==> src/rtl/x_multdiv.sv <==
// Iterative signed 32x32 multiply / 32/32 divide for the execute stage.
// Holds the F/D and D/X latches via stall while a 32-cycle shift-add or restoring divide runs.
module x_multdiv (
    input  logic        clock,
    input  logic        reset_n,
    input  logic        start,
    input  logic        is_div,
    input  logic [31:0] operand_a,
    input  logic [31:0] operand_b,
    input  logic [4:0]  rd_in,
    output logic        stall,
    output logic        busy,
    output logic        result_valid,
    output logic [31:0] result,
    output logic        exception,
    output logic [4:0]  rd_out
);

    typedef enum logic [1:0] {S_IDLE, S_MUL, S_DIV, S_DONE} state_t;

    state_t      state_q;
    logic [5:0]  cnt_q;
    logic [31:0] a_q;       // |multiplicand|, or |dividend| shifting into quotient
    logic [31:0] b_q;       // |multiplier| (shifts right) or |divisor|
    logic        sign_q;
    logic [4:0]  rd_q;
    logic [63:0] acc_q;
    logic [31:0] rem_q;
    logic        busy_q;
    logic        valid_q;
    logic [31:0] result_q;
    logic        exc_q;
    logic [4:0]  rd_out_q;

    function automatic logic [31:0] mag32(input logic signed [31:0] v);
        logic signed [31:0] n;
        n = -v;
        return v[31] ? n : v;
    endfunction

    function automatic logic [63:0] apply_sign64(input logic [63:0] v, input logic neg);
        return neg ? (~v + 64'd1) : v;
    endfunction

    function automatic logic [31:0] apply_sign32(input logic [31:0] v, input logic neg);
        return neg ? (~v + 32'd1) : v;
    endfunction

    // Product fits in 32 signed bits only when bits 63..31 are a pure sign extension.
    function automatic logic mul_overflow(input logic [63:0] p);
        return !((p[63:31] == 33'd0) || (p[63:31] == {33{1'b1}}));
    endfunction

    logic        div_zero;
    logic        div_ovf;
    logic        div_special;
    logic [32:0] mul_sum;
    logic [63:0] acc_d;
    logic [63:0] prod_d;
    logic [32:0] div_shift;
    logic [32:0] div_diff;
    logic        qbit;
    logic [31:0] rem_d;
    logic [31:0] quo_d;

    always_comb begin
        div_zero    = (operand_b == 32'd0);
        div_ovf     = (operand_a == 32'h8000_0000) && (operand_b == 32'hFFFF_FFFF);
        div_special = is_div && (div_zero || div_ovf);

        stall = ((state_q == S_IDLE) && start && !div_special)
              || (state_q == S_MUL) || (state_q == S_DIV);

        // Shift-add: add multiplicand into the upper half when the current multiplier bit is set.
        mul_sum = {1'b0, acc_q[63:32]} + {1'b0, (b_q[0] ? a_q : 32'd0)};
        acc_d   = {mul_sum, acc_q[31:1]};
        prod_d  = apply_sign64(acc_d, sign_q);

        // Restoring division: keep the trial subtraction only when it does not go negative.
        div_shift = {rem_q, a_q[31]};
        div_diff  = div_shift - {1'b0, b_q};
        qbit      = ~div_diff[32];
        rem_d     = qbit ? div_diff[31:0] : div_shift[31:0];
        quo_d     = {a_q[30:0], qbit};
    end

    always_ff @(posedge clock) begin
        if (!reset_n) begin
            state_q  <= S_IDLE;
            cnt_q    <= 6'd0;
            busy_q   <= 1'b0;
            valid_q  <= 1'b0;
            result_q <= 32'd0;
            exc_q    <= 1'b0;
            rd_out_q <= 5'd0;
        end else begin
            case (state_q)
                S_IDLE: begin
                    valid_q <= 1'b0;
                    if (start) begin
                        if (div_special) begin
                            state_q  <= S_DONE;
                            valid_q  <= 1'b1;
                            result_q <= div_zero ? 32'd0 : 32'h8000_0000;
                            exc_q    <= 1'b1;
                            rd_out_q <= rd_in;
                        end else begin
                            a_q     <= mag32(operand_a);
                            b_q     <= mag32(operand_b);
                            sign_q  <= operand_a[31] ^ operand_b[31];
                            rd_q    <= rd_in;
                            acc_q   <= 64'd0;
                            rem_q   <= 32'd0;
                            cnt_q   <= 6'd0;
                            busy_q  <= 1'b1;
                            state_q <= is_div ? S_DIV : S_MUL;
                        end
                    end
                end
                S_MUL: begin
                    acc_q <= acc_d;
                    b_q   <= {1'b0, b_q[31:1]};
                    cnt_q <= cnt_q + 6'd1;
                    if (cnt_q == 6'd31) begin
                        state_q  <= S_DONE;
                        busy_q   <= 1'b0;
                        valid_q  <= 1'b1;
                        result_q <= prod_d[31:0];
                        exc_q    <= mul_overflow(prod_d);
                        rd_out_q <= rd_q;
                    end
                end
                S_DIV: begin
                    rem_q <= rem_d;
                    a_q   <= quo_d;
                    cnt_q <= cnt_q + 6'd1;
                    if (cnt_q == 6'd31) begin
                        state_q  <= S_DONE;
                        busy_q   <= 1'b0;
                        valid_q  <= 1'b1;
                        result_q <= apply_sign32(quo_d, sign_q);
                        exc_q    <= 1'b0;
                        rd_out_q <= rd_q;
                    end
                end
                default: begin
                    valid_q <= 1'b0;
                    state_q <= S_IDLE;
                end
            endcase
        end
    end

    assign busy         = busy_q;
    assign result_valid = valid_q;
    assign result       = result_q;
    assign exception    = exc_q;
    assign rd_out       = rd_out_q;

endmodule

==> config.mk <==
export PLATFORM = sky130hd
export DESIGN_NAME = x_multdiv
export DESIGN_NICKNAME = d
export VERILOG_FILES = /design/src/rtl/x_multdiv.sv
export SDC_FILE = /design/constraint.sdc
export NUM_CORES = 1
export LEC_CHECK = 0
export ABC_AREA = 1
export CAP_MARGIN = 10
export CORE_UTILIZATION = 50
export CTS_BUF_LIST = sky130_fd_sc_hd__clkbuf_16
export CTS_CLUSTER_DIAMETER = 100
export DETAILED_ROUTE_END_ITERATION = 6
export PLACE_DENSITY = 0.69
export SLEW_MARGIN = 0
export SYNTH_ARGS = -nofsm -noshare
export SYNTH_HDL_FRONTEND = slang
export SYNTH_SLANG_ARGS = --single-unit
==> constraint.sdc <==
create_clock -name clock -period 14.9 [get_ports clock]
set_input_delay 1.49 -clock clock [delete_from_list [all_inputs] [get_ports clock]]
set_output_delay 1.49 -clock clock [all_outputs]
set_load 0.005 [all_outputs]
==> results.md <==
- PnR worst setup slack: 8.25 ns
- Syn Inst Count: 2779
- Worst skew pair latency: 0.57 ns
- Worst min-delay path class: register to register
- Hold Buf Count CTS: 0
- Pre-CTS WS: 8.25 ns
- Reg-to-reg endpoint: result[30]
- Synth Warn #: 0
- Startpoint Class: input pin
- Asr flop ratio synth: 0%
- Area Overhead vs Synth: 12.9%
- Reg clk slew, reported paths: 0.06 ns
- Port bufs: 113
- Register area share after synthesis: 32.5%
- RSZ-0062 raised after global routing: no
- End of the worst hold path: result[14]
- Fill cells: 3528
- CTS tree: built
- Vias in the first global route: 17200
- Maximum clock frequency: 150 MHz
- Nets: 3007
- Routed vias: 18500
- Final Hold Vio Count: 0
- Die H: 193 µm
- Hold Crit Start: result[14]
- Pwr Density: 177 mW/mm²
- Endpoints failing setup: 0
- Avg Cell Area, Syn: 6.55 µm²
- Final slew viol count: 0
- Largest net degree at the start of global routing: 106
- Distinct cell type count after synthesis: 60
- Global Route Usage Sum: 31.3%
- Initial core utilization: 51.0%
- Via-to-Cell Ratio: 5.56
- Routed Antenna Nets: 0
- Critical Path AT: 5.16 ns
- Multi-input logic area: 0.0104 mm²
- # DRC: 0
- R2R cell count: 31
- Status: finished clean
- GR Layer Usage met1: 41.4%
- Antenna Cells: 0
- Final min period: 6.65 ns
- TritonRoute pass-1 iters: 6
- Max Cap Violations: 0
- Crit Path Class: input pin to output pin
- Root buf cell: clkbuf_16
- TritonCTS Sinks: 213
- R2R setup slack: 9.50 ns
- WL/cell: 17.4 µm
- Total global routing overflow: 0
- Reg2Reg Launch Point: b_q[0]
- Crit. End Element: output pin
- WP data required: 13.41 ns
- Layout cells sized above 1: 6.08%
- Peak supply drop: 0.155 mV
- PostCTS Resize Cnt: 0
- 1st-iter DRT viols: 1434
- Routability Congestion: 0.964
- Final clock skew: 0.0271 ns
- IO Pins: 114
- Headroom to the max-slew limit: 25.8%
- Die X: 193 µm
- Mapped Nets: 2929
- Met2 Resource Use GR: 52.1%
- Leakage: 9.53 nW
- Dpl hpwl: 45.0 mm
- Slew @ Worst Pin: 1.11 ns
- Number of synthesized register bits: 213
- Maximum fanout along the worst path: 22
- Num CTS Buffers: 26
- Post-synth EDFFs: 165
- GR peak layer: met2
- Setup bufs post-CTS: 0
- CTS H-tree depth: 1
- Wire length of the first global-routing pass: 90.6 mm
- Core region area: 0.0357 mm²
- Synth Cell Area: 0.0182 mm²
- Sequential cell area: 0.00592 mm²
- Met3 Use GR: 4.04%
- Die area: 0.0371 mm²
- Initial antenna violation count: 0
- Synth Flop Type: edfxtp_1
- WL final: 58.1 mm
- Worst hold stages: 2
- Post-route setup TNS: 0 ns
- Fin crit share: 44.6%
- Clock buffer depth: 3
- Placement Rows: 69
cells in the mapped netlist (all sizes together), types with 2 or more instances:
cell type | number | area [µm²]
a211oi | 12 | 90.1
and2 | 4 | 25.0
nand4 | 28 | 175
ha | 75 | 938
o21bai | 13 | 101
buf | 23 | 108
or2 | 6 | 37.5
o21ai | 188 | 945
o22ai | 5 | 31.3
clkbuf | 54 | 203
o21a | 3 | 22.5
a221oi | 2 | 17.5
a21oi | 197 | 1010
nand3 | 172 | 901
and3 | 3 | 18.8
a22oi | 2 | 15.0
nand3b | 12 | 90.1
o211ai | 6 | 45.0
a31oi | 14 | 87.6
fa | 2 | 40.0
xnor2 | 29 | 254
nor3b | 4 | 35.0
nor4 | 10 | 68.8
dfxtp | 48 | 961
nor3 | 72 | 390
nor2 | 330 | 1340
o31ai | 8 | 60.1
o41ai | 4 | 42.6
xor2 | 34 | 298
nand2 | 809 | 3170
edfxtp | 165 | 4950
inv | 435 | 1630
o221ai | 2 | 17.5
cell families after synthesis:
logic type | synth area share (%)
simple gates | 34.4
flops | 32.5
buf+inv | 10.7
fa+ha+maj | 5.38
compound gates | 14.0
xor+xnor | 3.03
report_power, final:
part / internal [W] / switching [W] / total (W)
Sequential: 0.000868 / 0.000116 / 0.000984
Combinational: 0.000619 / 0.00140 / 0.00202
Clock: 0.000355 / 0.000266 / 0.000621
sequential cells by signal, summed over array words and instances (netlist names):
name          cells
acc_q            63
rd_q              5
b_q              32
state_q           2
rem_q            32
rd_out            5
result           32
sign_q            1
busy              1
exception         1
a_q              32
result_valid      1
cnt_q             6
critical path, stage by stage:
cell,delay (ns)
clkdlybuf4s50_1,1.01
inv_1,0.53
nor2_1,0.29
nand4_1,0.19
o41ai_2,0.52
nand2_1,0.18
nand2_1,0.26
nor2_1,0.09
inv_1,0.08
nand2_1,0.05
clkdlybuf4s50_1,0.45
layout by cell type, fill, tap and decap left out, types with 4 or more instances in the layout:
cell type,count
a211oi_1,12
a21oi_1,191
a31oi_1,14
and2_1,4
buf_4,14
clkbuf_16,28
clkdlybuf4s50_1,113
clkinv_1,4
dfxtp_1,48
edfxtp_1,165
ha_1,73
inv_1,429
inv_2,14
nand2_1,759
nand2_2,48
nand3_1,164
nand3_2,8
nand3b_1,12
nand4_1,28
nor2_1,303
nor2_2,21
nor2_4,6
nor3_1,66
nor3_2,6
nor4_1,9
o211ai_1,6
o21ai_0,181
o21ai_1,6
o21bai_1,12
o22ai_1,5
o31ai_1,8
or2_2,5
xnor2_1,29
xor2_1,34
worst max path at each step:
stage | startpoint | to | slack, ns | depth (start not counted)
CTS | operand_a[31] | stall | 8.24 | 11
global route | operand_a[31] | stall | 7.94 | 11
global placement | operand_a[31] | stall | 8.36 | 11
finish | operand_a[31] | stall | 8.25 | 11
floorplan | operand_b[0] | acc_q[10] | 7.33 | 13
detailed placement | operand_a[31] | stall | 8.25 | 11
layer usage:
layer / up-vias / routed length, µm
li1: 9201 / -
met1: 8588 / 25200
met2: 647 / 26900
met3: 102 / 4100
met4: 0 / 1920
met5: - / 0
metrics by stage:
step           utilization (%)  cells  power [W]  hold slack, ns  cell area [µm²]
6_report                  57.6   3337    0.00363           0.462            20500
5_1_grt                   57.6   3337    0.00391           0.483            20500
4_1_cts                   57.6   3337    0.00362           0.467            20500
3_5_place_dp              55.3   3290    0.00299           0.457            19700
3_3_place_gp              55.3   3290    0.00296           0.453            19700
2_1_floorplan                -   2779    0.00242           0.456            18200
cell type report:
type	instances	area share, %
flip-flops and latches	213	28.8
inverters	436	7.97
clock inverters	19	0.603
clock buffers	28	3.41
multi-input cells	2053	50.4
well taps	461	2.81
repair buffers	127	6.02
Note: power is estimated with default switching activity, not from simulation.
